--- src/rtl/touch_scan_sequencer.sv ---
`default_nettype none
// ============================================================================
//  Module   : touch_scan_sequencer
//  Desc     : Resistive touch-panel scan engine: drive, settle, convert,
//             average, publish. Optional gate macro: TOUCH_SCAN_GATE_EN.
//  Revision : 1.0 - initial release
// ============================================================================
module touch_scan_sequencer #(
    parameter int                       NUM_CH       = 2,
    parameter int                       ADC_W        = 12,
    parameter int                       AVG_LOG2     = 2,
    parameter int                       DRV_W        = 4,
    parameter logic [NUM_CH*DRV_W-1:0]  DRV_OE_PAT   = 8'hC3,
    parameter logic [NUM_CH*DRV_W-1:0]  DRV_VAL_PAT  = 8'h41,
    parameter int                       SETTLE_CYC   = 1000,
    parameter int                       ADC_TIMEOUT  = 4096,
    parameter logic [ADC_W-1:0]         TOUCH_THRESH = 12'd200,
    localparam int                      c_ch_w       = (NUM_CH > 1) ? $clog2(NUM_CH) : 1
) (
    input  logic                        FAB_CLK,
    input  logic                        FAB_RESET,
    input  logic                        enable,
    output logic [DRV_W-1:0]            drive_oe,
    output logic [DRV_W-1:0]            drive_out,
    output logic                        adc_req,
    output logic [c_ch_w-1:0]           adc_ch,
    input  logic                        adc_valid,
    input  logic [ADC_W-1:0]            adc_data,
    output logic                        out_valid,
    input  logic                        out_ready,
    output logic [NUM_CH*ADC_W-1:0]     out_data,
    output logic                        touch_active,
    output logic                        err_timeout
);

    localparam int c_nsamp = 1 << AVG_LOG2;
    localparam int c_acc_w = ADC_W + AVG_LOG2;
    localparam int c_cnt_w = (AVG_LOG2 > 0) ? AVG_LOG2 : 1;
    localparam int c_set_w = $clog2(SETTLE_CYC + 1);
    localparam int c_tmo_w = $clog2(ADC_TIMEOUT + 1);
    localparam int c_res_w = NUM_CH * ADC_W;

    typedef enum logic [2:0] {
        S_IDLE    = 3'd0,
        S_DRIVE   = 3'd1,
        S_SETTLE  = 3'd2,
        S_CONVERT = 3'd3,
        S_ACCUM   = 3'd4,
        S_PUBLISH = 3'd5
    } state_t;

    state_t               r_state_q,    w_state_d;
    logic [c_ch_w-1:0]    r_ch_q,       w_ch_d;
    logic [c_set_w-1:0]   r_set_q,      w_set_d;
    logic [c_tmo_w-1:0]   r_tmo_q,      w_tmo_d;
    logic [c_cnt_w-1:0]   r_cnt_q,      w_cnt_d;
    logic [c_acc_w-1:0]   r_acc_q,      w_acc_d;
    logic [ADC_W-1:0]     r_smp_q,      w_smp_d;
    logic [c_res_w-1:0]   r_res_q,      w_res_d;
    logic [c_res_w-1:0]   r_out_data_q, w_out_data_d;
    logic                 r_out_valid_q, w_out_valid_d;
    logic                 r_adc_req_q,  w_adc_req_d;
    logic [DRV_W-1:0]     r_oe_q,       w_oe_d;
    logic [DRV_W-1:0]     r_val_q,      w_val_d;
    logic                 r_err_q,      w_err_d;

    logic [c_acc_w-1:0]   w_sum;
    logic [ADC_W-1:0]     w_avg;
    logic [c_res_w-1:0]   w_res_new;
    logic                 w_last_smp;
    logic                 w_last_ch;
    logic                 w_frame_keep;

    always_comb begin
        w_sum      = r_acc_q + c_acc_w'(r_smp_q);
        w_avg      = ADC_W'(w_sum >> AVG_LOG2);
        w_res_new  = r_res_q;
        w_res_new[int'(r_ch_q)*ADC_W +: ADC_W] = w_avg;
        w_last_smp = (r_cnt_q == c_cnt_w'(c_nsamp - 1));
        w_last_ch  = (r_ch_q == c_ch_w'(NUM_CH - 1));
    end

`ifdef TOUCH_SCAN_GATE_EN
    logic r_touch_q, w_touch_d;
    // Frames whose ch0 average sits below threshold are treated as no-touch and dropped.
    assign w_frame_keep = (w_res_new[ADC_W-1:0] >= TOUCH_THRESH);
    assign touch_active = r_touch_q;
`else
    logic w_unused_thresh;
    assign w_unused_thresh = ^TOUCH_THRESH;
    assign w_frame_keep    = 1'b1;
    assign touch_active    = 1'b1;
`endif

    always_comb begin
        w_state_d    = r_state_q;
        w_ch_d       = r_ch_q;
        w_set_d      = r_set_q;
        w_cnt_d      = r_cnt_q;
        w_acc_d      = r_acc_q;
        w_smp_d      = r_smp_q;
        w_res_d      = r_res_q;
        w_out_data_d = r_out_data_q;
        w_oe_d       = r_oe_q;
        w_val_d      = r_val_q;
        w_err_d      = r_err_q;
`ifdef TOUCH_SCAN_GATE_EN
        w_touch_d    = r_touch_q;
`endif
        case (r_state_q)
            S_IDLE: begin
                if (enable) begin
                    w_state_d = S_DRIVE;
                    w_ch_d    = '0;
                end
            end
            S_DRIVE: begin
                w_oe_d    = DRV_OE_PAT[int'(r_ch_q)*DRV_W +: DRV_W];
                w_val_d   = DRV_VAL_PAT[int'(r_ch_q)*DRV_W +: DRV_W];
                w_acc_d   = '0;
                w_cnt_d   = '0;
                w_set_d   = '0;
                w_state_d = S_SETTLE;
            end
            S_SETTLE: begin
                if (r_set_q == c_set_w'(SETTLE_CYC - 1)) begin
                    w_state_d = S_CONVERT;
                end else begin
                    w_set_d = r_set_q + c_set_w'(1);
                end
            end
            S_CONVERT: begin
                if (adc_valid) begin
                    w_smp_d   = adc_data;
                    w_state_d = S_ACCUM;
                end else if (r_tmo_q == c_tmo_w'(ADC_TIMEOUT - 1)) begin
                    w_err_d   = 1'b1;
                    w_ch_d    = '0;
                    w_state_d = S_DRIVE;
                end
            end
            S_ACCUM: begin
                if (!w_last_smp) begin
                    w_acc_d   = w_sum;
                    w_cnt_d   = r_cnt_q + c_cnt_w'(1);
                    w_state_d = S_CONVERT;
                end else begin
                    w_res_d = w_res_new;
                    if (!w_last_ch) begin
                        w_ch_d    = r_ch_q + c_ch_w'(1);
                        w_state_d = S_DRIVE;
                    end else if (w_frame_keep) begin
                        w_out_data_d = w_res_new;
                        w_state_d    = S_PUBLISH;
                    end else begin
`ifdef TOUCH_SCAN_GATE_EN
                        w_touch_d = 1'b0;
`endif
                        w_ch_d    = '0;
                        w_state_d = S_DRIVE;
                    end
                end
            end
            S_PUBLISH: begin
                if (out_ready) begin
`ifdef TOUCH_SCAN_GATE_EN
                    w_touch_d = 1'b1;
`endif
                    w_ch_d    = '0;
                    w_state_d = enable ? S_DRIVE : S_IDLE;
                end
            end
            default: w_state_d = S_IDLE;
        endcase

        // An offered frame is never withdrawn; every other active state aborts on enable low.
        if (!enable && (r_state_q != S_IDLE) && (r_state_q != S_PUBLISH)) begin
            w_state_d = S_IDLE;
        end
        if (w_state_d == S_IDLE) begin
            w_oe_d  = '0;
            w_val_d = '0;
        end

        w_tmo_d       = ((r_state_q == S_CONVERT) && (w_state_d == S_CONVERT))
                        ? r_tmo_q + c_tmo_w'(1) : '0;
        w_adc_req_d   = (w_state_d == S_CONVERT);
        w_out_valid_d = (w_state_d == S_PUBLISH);
    end

    always_ff @(posedge FAB_CLK) begin
        if (FAB_RESET) begin
            r_state_q     <= S_IDLE;
            r_ch_q        <= '0;
            r_set_q       <= '0;
            r_tmo_q       <= '0;
            r_cnt_q       <= '0;
            r_acc_q       <= '0;
            r_smp_q       <= '0;
            r_res_q       <= '0;
            r_out_data_q  <= '0;
            r_out_valid_q <= 1'b0;
            r_adc_req_q   <= 1'b0;
            r_oe_q        <= '0;
            r_val_q       <= '0;
            r_err_q       <= 1'b0;
        end else begin
            r_state_q     <= w_state_d;
            r_ch_q        <= w_ch_d;
            r_set_q       <= w_set_d;
            r_tmo_q       <= w_tmo_d;
            r_cnt_q       <= w_cnt_d;
            r_acc_q       <= w_acc_d;
            r_smp_q       <= w_smp_d;
            r_res_q       <= w_res_d;
            r_out_data_q  <= w_out_data_d;
            r_out_valid_q <= w_out_valid_d;
            r_adc_req_q   <= w_adc_req_d;
            r_oe_q        <= w_oe_d;
            r_val_q       <= w_val_d;
            r_err_q       <= w_err_d;
        end
    end

`ifdef TOUCH_SCAN_GATE_EN
    always_ff @(posedge FAB_CLK) begin
        if (FAB_RESET) begin
            r_touch_q <= 1'b0;
        end else begin
            r_touch_q <= w_touch_d;
        end
    end
`endif

    assign drive_oe    = r_oe_q;
    assign drive_out   = r_val_q;
    assign adc_req     = r_adc_req_q;
    assign adc_ch      = r_ch_q;
    assign out_valid   = r_out_valid_q;
    assign out_data    = r_out_data_q;
    assign err_timeout = r_err_q;

endmodule
`default_nettype wire

--- config.mk ---
export PLATFORM = sky130hd
export DESIGN_NAME = touch_scan_sequencer
export DESIGN_NICKNAME = d
export VERILOG_FILES = /design/src/rtl/touch_scan_sequencer.sv
export SDC_FILE = /design/constraint.sdc
export NUM_CORES = 1
export LEC_CHECK = 0
export BUFFER_PORTS_ARGS = -buffer_cell sky130_fd_sc_hd__clkbuf_2
export CAP_MARGIN = 20
export CORE_MARGIN = 2
export CORE_UTILIZATION = 35
export CTS_CLUSTER_DIAMETER = 40
export DETAILED_ROUTE_END_ITERATION = 10
export GPL_TIMING_DRIVEN = 0
export PLACE_DENSITY = 0.65
export SYNTH_ARGS = -nofsm -noshare
export SYNTH_HDL_FRONTEND = slang
export SYNTH_SLANG_ARGS = --single-unit
--- constraint.sdc ---
create_clock -name FAB_CLK -period 2.05 [get_ports FAB_CLK]
set_input_delay 0.41 -clock FAB_CLK [delete_from_list [all_inputs] [get_ports FAB_CLK]]
set_output_delay 0.41 -clock FAB_CLK [all_outputs]
set_load 0.005 [all_outputs]
**After elaboration in Yosys (flattened, before gate mapping)**

Cells that the tools add are included.

- Register bits: 114
- Word-level logic and storage cells: 88

- $add $sub $neg: 6
- $mul: 1
- Equality and inequality tests: 18
- Shift-type cells: 4
- Multiplexer cells: 24
- Bitwise gates (word level): 2
- Reduce and logical (&&, ||, !) cells: 19

Operator list:

| kind | number |
|---|---|
| negator 5 -> 33 bit | 1 |
| variable shift 12 x 33 -> 24 bit (first input constant) | 1 |
| variable part select 12 x 33 -> 24 bit | 1 |
| one-hot mux 14 bit (2 select lines) | 1 |
| bitwise mux 24 bit | 1 |
| two-way mux 3 bit | 8 |
| one-hot mux 10 bit (2 select lines) | 1 |
| one-hot mux 3 bit (6 select lines) | 1 |
| variable part select 8 x 4 -> 4 bit (first input constant) | 2 |
| adder 14 x 12 -> 14 bit | 1 |
| two-way mux 14 bit | 1 |
| inequality test 2 bit (second input constant) | 7 |
| adder 13 x 1 -> 13 bit (second input constant) | 1 |
| equality test 13 x 12 -> 1 bit (second input constant) | 1 |
| adder 10 x 1 -> 10 bit (second input constant) | 1 |
| equality test 10 bit (second input constant) | 1 |
| two-way mux 10 bit | 1 |
| equality test 3 x 2 -> 1 bit (second input constant) | 3 |
| equality test 3 bit (second input constant) | 3 |
| AND reduction 2 bit | 4 |
| two-way mux 1 bit | 7 |
| logical NOT 3 bit | 2 |
| AND reduction 3 bit | 2 |
| AND reduction 6 bit | 1 |
| other kinds (16) | 21 |

**Longest topological paths before layout**

Gate-level depths: netlist of run 1.

- Depth in word-level cells: 9
- Gate-level depth with buffers: 8
- Gate-level depth less buffers: 7

**Worst setup path after synthesis of run 1**

OpenSTA, ideal clock, no wires.

- Path kind: flip-flop to flip-flop
- Start point: register r_acc_q[0]
- End point: register r_res_q[6]
- Library setup time: 0.122 ns
- Arrival time: 1.970 ns
- Path slack: -0.042 ns
- Stages on the path, launching flop included: 8
- Path buffers: 0
- Path through: dfxtp_1 > ha_1 > fa_1 > a211oi_1 > o21ai_0 > a21boi_1 > nor4_1 > a311o_1

- Cells in the longest elaborated chain, start to end: 3

Ends and longest elaborated chain:

| element | line | text |
|---|---|---|
| from (decl) | 57 | `logic [c_acc_w-1:0] r_acc_q, w_acc_d;` |
| from (signal assigned) | 213 | `r_acc_q <= w_acc_d;` |
| adder 14 x 12 -> 14 bit | 75 | `w_sum = r_acc_q + c_acc_w'(r_smp_q);` |
| variable part select 12 x 33 -> 24 bit | 78 | `w_res_new[int'(r_ch_q)*ADC_W +: ADC_W] = w_avg;` |
| bitwise mux 24 bit | 78 |  |
| to (signal assigned) | 215 | `r_res_q <= w_res_d;` |
| to (decl) | 59 | `logic [c_res_w-1:0] r_res_q, w_res_d;` |

No other way between the ends.
A chain may end at the register's enable or synchronous reset.

**Worst setup path after layout of run 1**

- Start point: register r_acc_q[0]
- End point: register r_acc_q[12]

- Cells in the longest elaborated chain, start to end: 3

Ends and longest elaborated chain:

| element | line | text |
|---|---|---|
| adder 14 x 12 -> 14 bit | 75 |  |
| two-way mux 14 bit | 143 | `if (!w_last_smp) begin` |
| one-hot mux 14 bit (2 select lines) | 110 | `case (r_state_q)` |

No other way between the ends. The select of a mux whose other input is x is not followed.

==> metrics.txt, run 1 <==
Syn Inst Count 574; Worst path slowest cell fa_2; Crit Reg-Reg Endpoint r_acc_q[12]; Tcrit/Tclk final 99.4%; CP Data Arrival Time 2280 ps; peak supply drop 0.501 mV; Critical R2R Launch r_acc_q[0]; Seq/Total Area, Yosys 40.6%; crit-path max cell delay 350 ps; Hold Path Sink r_smp_q[10]; Placed Area 5210 µm²; critical hold path startpoint adc_data[10]; total die area 14,500 µm²; starting DRC count in detailed routing 251; Reg clk slew, reported paths 70 ps; Mapped Area 4730 µm²; Pre-Repair DR Iteration Count 4; Area growth, synth to finish 25.0%; EDFF count, synth 0; hold depth 3; most common cell after layout, fill and taps aside nand2_1; unrepaired setup endpoints after global routing yes; critical path cell sequence ha_4, fa_2, a211oi_2, o211a_1, o211ai_1, a211o_1; final worst path period need 2040 ps; max-slew violations 0; CP Class reg -> reg; final worst setup slack 13.0 ps; final WL 11,900 µm; CP bufs+invs 0; via count 4,255; R2R cell count 6; antenna violations before repair 0; CP Capture Type flop; top fanout value on the critical path 5; Worst EP required 2290 ps; DRC 0; synth unique cells 67; Tightest Hold Check Type in -> reg; setup TNS 0 ps; CTS Buf Count 9; Detail Route Antenna Nets 0; CTS tree built; GRT overflow 0; Pwr Density 656 nW/µm²; synth warn 0; fin cells 826; Die H 120 µm; DP Cell Count 801; highest clock rate 0.491 GHz; CTS Root Cell clkbuf_16; Final Hold Vio Count 0; Vias/cell 5.15; outcome completed; Initial Util 35.8%; die width 120 µm; Most used DFF post-synth dfxtp_1; relative max-transition margin 59.7%; Net count, final 678; Yosys reg bits 96; Final Skew 7.22 ps; maxcap violations 0; post-route cell area 5920 µm²; IO buf count 50; IO Pins 54; FP Rows 42; worst slew pin tran 605 ps; setup violation total in the final timing report 0; crit path launch type flop; CTS Buffer Depth 2; Avg Inst Size Synth 8.25 µm²; core area 13,200 µm²; vias in the first global route 3,971; CTS Sinks 96; commonest cells after routing, fill and taps aside 108 x nand2_1, 81 x dfxtp_1, 59 x a21oi_1, 53 x nor2_1, 50 x clkbuf_2; Pleak 2.24 nW; first-pass GRT wire length 19,100 µm; drt wl/cell 14.4 µm; CP delay by family, top compound AO/OA/AOI/OAI gates; All-Layer GR Usage 16.6%; layout cells sized above 1 25.1%; H-tree depth 3; Async S/R FF share, synth 0%; # diodes 0; hpwl dp 8540 µm; hold_buf cts 0; clk_lat worst skew 360 ps; reg-to-reg slack, setup 10 ps; pre-CTS setup slack -290 ps; GP Congestion 0.856; pin count of the biggest net entering global routing 17
## where the power goes
group          switching [mW]  internal, mW
Sequential            0.00461          1.87
Clock                   0.740          1.11
Combinational           0.108        0.0597
Total                   0.853          3.03
## sequential cells by signal (all words and copies together) (netlist names)
signal,count
r_cnt_q,2
drive_oe,2
r_set_q,10
r_res_q,12
out_valid,1
err_timeout,1
adc_req,1
r_acc_q,14
r_smp_q,12
adc_ch,1
out_data,24
r_tmo_q,13
r_state_q,3
## layout make-up
class                           count  area, µm²
Buffer                             41        225
Clock buffer                       10        239
Clock inverter                      6       90.1
Fill cell                        1344       7320
Inverter                            5       18.8
Multi-Input combinational cell    432       2860
Sequential cell                    96       1950
Tap cell                          176        220
Timing Repair Buffer               60        325
## tightest hold or removal path: cells and delay by family
family / cells / cell delay (ps)
buffers and inverters: 1 / 80
AO/OA/AOI/OAI: 1 / 50
AND/OR/NAND/NOR: 1 / 50
## stage by stage
| step | utilization [%] | hold slack, ps | power (mW) |
|---|---|---|---|
| after floorplan | - | 418 | 2.02 |
| after global placement | 39.4 | 433 | 2.08 |
| after detailed placement | 39.4 | 443 | 2.08 |
| after CTS | 42.5 | 266 | 3.93 |
| after global routing | 44.7 | 271 | 4.05 |
| final | 44.7 | 266 | 3.89 |
## how the worst max path moves through the flow
stage                          start           end  cells past startpoint  slack, ps
after floorplan           r_acc_q[0]    r_res_q[6]                      7         10
final                     r_acc_q[0]   r_acc_q[12]                      6         10
after detailed placement  r_acc_q[6]  out_data[17]                      6       -290
after CTS                 r_smp_q[0]   r_acc_q[12]                      6        -30
after global placement    r_acc_q[0]   r_acc_q[10]                      7       -290
after global routing      r_acc_q[0]   r_acc_q[12]                      6        -80
## Yosys cell counts (all sizes together), types with 3 or more instances
master,number,area (µm²)
nor2,54,203
nor3b,3,33.8
and4,3,26.3
a21oi,60,300
or2,3,18.8
xor2,9,78.8
and3,7,43.8
mux2,3,33.8
mux2i,6,60.1
nand3,28,140
nand2b,5,31.3
nand4,8,50.1
a22oi,3,27.5
o211ai,7,57.6
and2,5,31.3
a31oi,4,25.0
nor3,14,70.1
clkbuf,14,53.8
nand2,108,405
a211oi,10,85.1
o21ai,8,40.0
a21o,7,52.6
ha,15,188
inv,5,18.8
nor2b,3,18.8
buf,28,166
xnor2,17,149
dfxtp,96,1920
## cells by family after synthesis
logic type               synth area share, %
AND/OR/NAND/NOR                         25.0
AO/OA/AOI/OAI                           18.0
flip-flops                              40.6
buffers and inverters                   5.05
XOR/XNOR                                4.81
adder cells (fa/ha/maj)                 4.39
multiplexers                            1.98
other                                  0.159
## routing by layer
layer | routed length [µm] | up-vias | global-route usage, %
li1 | - | 2134 | -
met1 | 5200 | 2014 | 20.1
met2 | 5870 | 96 | 28.7
met3 | 637 | 11 | 5.19
met4 | 154 | 0 | 4.14
met5 | 0 | - | 0
## repair_timing
action	in CTS	in global routing
setup endpoints to repair	32	27
pin swaps	11	24
resized for setup	20	45
setup buffers	2	8
(Power assumes the default switching activity.)
==> inputs of run 2 (changes only) <==
--- a/config.mk
+++ b/config.mk
@@ -12,7 +12,7 @@
 export CTS_CLUSTER_DIAMETER = 40
 export DETAILED_ROUTE_END_ITERATION = 10
 export GPL_TIMING_DRIVEN = 0
-export PLACE_DENSITY = 0.65
+export PLACE_DENSITY_LB_ADDON = 0.3
 export SYNTH_ARGS = -nofsm -noshare
 export SYNTH_HDL_FRONTEND = slang
 export SYNTH_SLANG_ARGS = --single-unit
==> run 2 against run 1 <==
  * Critical path depth grew 1
  * Via count grew 0.85%
  * Sequential share of layout area is essentially flat
  * Highest routed layer unchanged
  * Total power shrank 3.0%
  * Final area shrank 0.51%
  * Clock power shrank 6%
  * Sequential power is essentially flat
  * Cell count grew 0.36%
  * Non-clock buffer count grew 3
  * Hold slack gained 1.1 ps
==> metrics.txt, run 2 (same netlist as run 1, synthesis figures left out) <==
die width 120 µm; drt wl/cell 14.2 µm; GRT overflow 0; setup violation total in the final timing report 0; hpwl dp 8530 µm; CTS Buffer Depth 2; Final Hold Vio Count 0; Crit Reg-Reg Endpoint out_data[22]; total die area 14,500 µm²; first-pass GRT wire length 19,200 µm; max-slew violations 0; outcome completed; CP Data Arrival Time 2290 ps; CTS Root Cell clkbuf_16; maxcap violations 0; top fanout value on the critical path 5; antenna violations before repair 0; CP Capture Type flop; relative max-transition margin 57.8%; Tightest Hold Check Type in -> reg; core area 13,200 µm²; max reg flops 24; Vias/cell 5.18; Reg clk slew, reported paths 70 ps; layout cells sized above 1 25.1%; final WL 11,700 µm; R2R cell count 7; Tcrit/Tclk final 99.9%; Sw Share 22.8%; Detail Route Antenna Nets 0; via count 4,291; metal2 WL 5750 µm; unrepaired setup endpoints after global routing yes; net switching power figure 861 µW; crit path from r_acc_q[0]; CTS Buf Count 9; Sequential Power Share 49.7%; H-tree depth 3; Pint 2.91 mW; CTS tree built; top sig layer met4; clock share of power 45.8%; starting DRC count in detailed routing 225; GP Congestion 0.841; Die H 120 µm; crit path launch type flop; # diodes 0; most common cell after layout, fill and taps aside nand2_1; highest clock rate 0.488 GHz; hold_buf cts 0; final hold slack 267 ps; Critical R2R Launch r_acc_q[0]; Net count, final 681; final core area utilization 44.5%; Worst EP required 2300 ps; DRC 0; peak supply drop 0.412 mV; All-Layer GR Usage 16.6%; Pre-Repair DR Iteration Count 4; reg-to-reg slack, setup 1 ps; pin count of the biggest net entering global routing 17; Final Skew 8.91 ps; CTS Sinks 96; final worst path period need 2050 ps; combinational power share 4.5%; routed wl met3 542 µm; total power 3.77 mW; worst slew pin tran 632 ps; vias in the first global route 3,988; Area growth, synth to finish 24.4%; M1 WL 5250 µm; clk_lat worst skew 350 ps; FP Rows 42; commonest cells after routing, fill and taps aside 106 x nand2_1, 85 x dfxtp_1, 58 x a21oi_1, 53 x nor2_1, 51 x clkbuf_2; Initial Util 35.8%; Pleak 2.21 nW; IO Pins 54; CP Class reg -> reg; IO buf count 50; Critical Path Sink out_data[22]; Pwr Density 640 nW/µm²
==> run 2: changes by cell type in the layout (fill, tap and decap cells not counted), moves of 2 or more <==
cell        change
nand2_2         +2
dfxtp_4         -2
clkbuf_1        -2
ha_4            -2
nand2_1         -2
dfxtp_2         -2
clkinvlp_4      +3
dfxtp_1         +4
buf_4           +4
==> run 2: area by class of cell <==
cell class	instances	area (µm²)
fill	1332	7350
multi-input combinational	432	2830
sequential	96	1940
timing repair buffer	64	355
clock buffer	10	239
buffer	40	223
tap	176	220
clock inverter	6	68.8
inverter	5	18.8
==> run 2: power by group through the flow <==
stage / logic (mW) / registers (mW) / clock network [mW]
global placement: 0.162 / 1.92 / 0
floorplan: 0.104 / 1.92 / 0
CTS: 0.166 / 1.87 / 1.77
global route: 0.188 / 1.87 / 1.85
finish: 0.170 / 1.87 / 1.73
detailed placement: 0.165 / 1.92 / 0
==> run 2: routing by layer <==
layer / up-vias / GRT usage (%)
met2: 89 / 28.3
met4: 0 / 6.03
met1: 2041 / 20.3
li1: 2145 / -
met3: 16 / 4.01
met5: - / 0
==> run 2: how the worst min path moves through the flow <==
stage,startpoint,end,slack [ps],cells past startpoint
6_report,adc_data[4],r_smp_q[4],270,3
5_1_grt,adc_data[6],r_smp_q[6],270,3
4_1_cts,adc_data[6],r_smp_q[6],270,3
3_5_place_dp,r_res_q[4],out_data[4],450,2
3_3_place_gp,r_tmo_q[0],r_tmo_q[0],430,1
2_1_floorplan,r_tmo_q[0],r_tmo_q[0],420,1
==> run 2: what timing repair did <==
item | 4_1_cts | 5_1_grt
pin swaps | 12 | 21
gates cloned | 0 | 0
endpoints found under the setup margin | 30 | 31
buffers inserted | 3 | 11
hold endpoints to repair | 0 | 0
gates resized for setup | 22 | 41
==> run 2: through the flow <==
stage	TNS (ps)	area (µm²)	setup WS, ps	cells
global placement	-4600	5210	-286	801
detailed placement	-6160	5210	-281	801
global route	-170	5890	-55.1	829
floorplan	0	4740	11.5	575
CTS	-28.6	5630	-25.6	819
finish	0	5890	1.47	829
==> run 2: critical path, stage by stage (launching register included) <==
cell      delay [ps]
dfxtp_2          330
ha_4             160
fa_2             380
a211oi_4         250
o211a_1          220
o211ai_1         240
mux2i_1          290
nand2_1           80
==> inputs of run 3 (changes only) <==
--- a/config.mk
+++ b/config.mk
@@ -8,7 +8,7 @@
 export BUFFER_PORTS_ARGS = -buffer_cell sky130_fd_sc_hd__clkbuf_2
 export CAP_MARGIN = 20
 export CORE_MARGIN = 2
-export CORE_UTILIZATION = 35
+export CORE_UTILIZATION = 30
 export CTS_CLUSTER_DIAMETER = 40
 export DETAILED_ROUTE_END_ITERATION = 10
 export GPL_TIMING_DRIVEN = 0
==> run 3 against run 2 <==
  * Core utilization is 5.7 points lower
  * Setup slack better by 40 ps
  * Critical endpoint is now r_acc_q[11]
  * First-iteration DRC count decreased by 23%
  * Hold slack improved by 6.6 ps
  * Clock power rose by 9.8%
  * Largest power group is now clock
  * Die area is 16% higher
==> metrics.txt, run 3 (same netlist as run 1, synthesis figures left out) <==
DP Cell Count 836; FP Rows 45; GP Congestion 0.780; maxcap violations 0; starting DRC count in detailed routing 174; antenna violations before repair 0; setup violation total in the final timing report 0; IO buf count 50; outcome completed; final worst path period need 2010 ps; R2R cell count 6; CTS Root Cell clkbuf_16; hold depth 3; Pwr Density 665 nW/µm²; total die area 16,800 µm²; first-pass GRT wire length 19,700 µm; CP delay by family, top compound AO/OA/AOI/OAI gates; Worst EP required 2290 ps; drt wl/cell 14.2 µm; CTS Buffer Depth 2; relative max-transition margin 54.9%; Initial Util 30.9%; crit-path max cell delay 390 ps; Hold Path Sink r_smp_q[6]; Vias/cell 4.93; setup TNS 0 ps; CP Class reg -> reg; Worst path slowest cell dfxtp_1; Reg clk slew, reported paths 70 ps; peak supply drop 0.403 mV; fin cells 856; Final Skew 6.35 ps; Pre-Repair DR Iteration Count 5; via count 4,219; Final Hold Vio Count 0; Pleak 2.19 nW; All-Layer GR Usage 14.8%; total power 3.95 mW; pin count of the biggest net entering global routing 16; highest clock rate 0.498 GHz; Die H 130 µm; GRT overflow 0; Critical R2R Launch r_smp_q[2]; commonest cells after routing, fill and taps aside 108 x nand2_1, 88 x dfxtp_1, 58 x a21oi_1, 53 x nor2_1, 51 x clkbuf_2; Area growth, synth to finish 25.3%; Net count, final 673; clk_lat worst skew 350 ps; Crit Reg-Reg Endpoint r_acc_q[11]; Detail Route Antenna Nets 0; CP Capture Type flop; most common cell after layout, fill and taps aside nand2_1; critical path cell sequence ha_4, o211ai_1, o211ai_4, a221oi_4, xnor2_1, a22o_1; H-tree depth 3; die width 130 µm; Tcrit/Tclk final 98.0%; CP bufs+invs 0; DRC 0; layout cells sized above 1 24.0%; IO Pins 54; CP Data Arrival Time 2250 ps; vias in the first global route 3,997; core area 15,300 µm²; top fanout value on the critical path 5; CTS Sinks 96; unrepaired setup endpoints after global routing yes; reg-to-reg slack, setup 40 ps; crit path launch type flop; Tightest Hold Check Type in -> reg; CTS Buf Count 9; max-slew violations 0; CTS tree built; max reg flops 24; Placed Area 5260 µm²; hold_buf cts 0; worst slew pin tran 676 ps; hpwl dp 8820 µm; post-route cell area 5930 µm²; # diodes 0; final WL 12,100 µm; critical hold path startpoint adc_data[6]
[run 3: cell types whose count changed in the layout (fill, tap and decap cells not counted), sizes merged]
| cell | previous run | this run |
|---|---|---|
| buf | 42 | 32 |
| bufinv | 1 | 2 |
| clkbuf | 72 | 76 |
| clkinv | 1 | 0 |
| clkinvlp | 4 | 2 |
[run 3: report_power, final]
part / total, mW / switching, mW / internal (mW)
logic: 0.170 / 0.110 / 0.0598
registers: 1.87 / 0.00434 / 1.87
clock network: 1.90 / 0.733 / 1.17
total: 3.94 / 0.847 / 3.10
[run 3: cell type report]
cell class                      instances  area, µm²
Timing Repair Buffer                   55        288
Buffer                                 41        236
Clock inverter                          4       75.1
Clock buffer                           12        267
Sequential cell                        96       1930
Multi-Input combinational cell        432       2850
Tap cell                              211        264
Inverter                                5       18.8
Fill cell                            1598       9380
[run 3: through the flow]
stage / hold WS, ps / setup WS [ps] / utilization, %
final: 274 / 41.7 / 38.7
after global routing: 279 / -26.2 / 38.7
after CTS: 272 / -2.74 / 37.1
after detailed placement: 441 / -277 / 34.3
after global placement: 429 / -279 / 34.3
after floorplan: 418 / 11.5 / -
[run 3: worst max path at each step]
stage	slack [ps]	end	from	cells past startpoint
2_1_floorplan	10	r_res_q[6]	r_acc_q[0]	7
3_5_place_dp	-280	r_acc_q[10]	r_smp_q[0]	7
6_report	40	r_acc_q[11]	r_smp_q[2]	6
3_3_place_gp	-280	r_acc_q[10]	r_smp_q[0]	7
4_1_cts	-3	out_data[22]	r_acc_q[0]	7
5_1_grt	-30	out_data[22]	r_smp_q[0]	7
[run 3: repair_timing]
item | 4_1_cts | 5_1_grt
buffers inserted | 3 | 2
resized for setup | 16 | 47
endpoints found under the hold margin | 0 | 0
pin swaps | 10 | 18
setup endpoints to repair | 29 | 38
cloned | 0 | 0
[run 3: routing by layer]
| metal | track usage (%) | wire length [µm] |
|---|---|---|
| met1 | 18.8 | 5450 |
| met5 | 0 | 0 |
| met4 | 5.25 | 232 |
| met2 | 24.7 | 5870 |
| met3 | 3.39 | 588 |
[run 3: worst min-delay path, cell delays in order]
cell and delay (ps):
clkbuf_2 80, nand2_1 40, a21oi_1 50
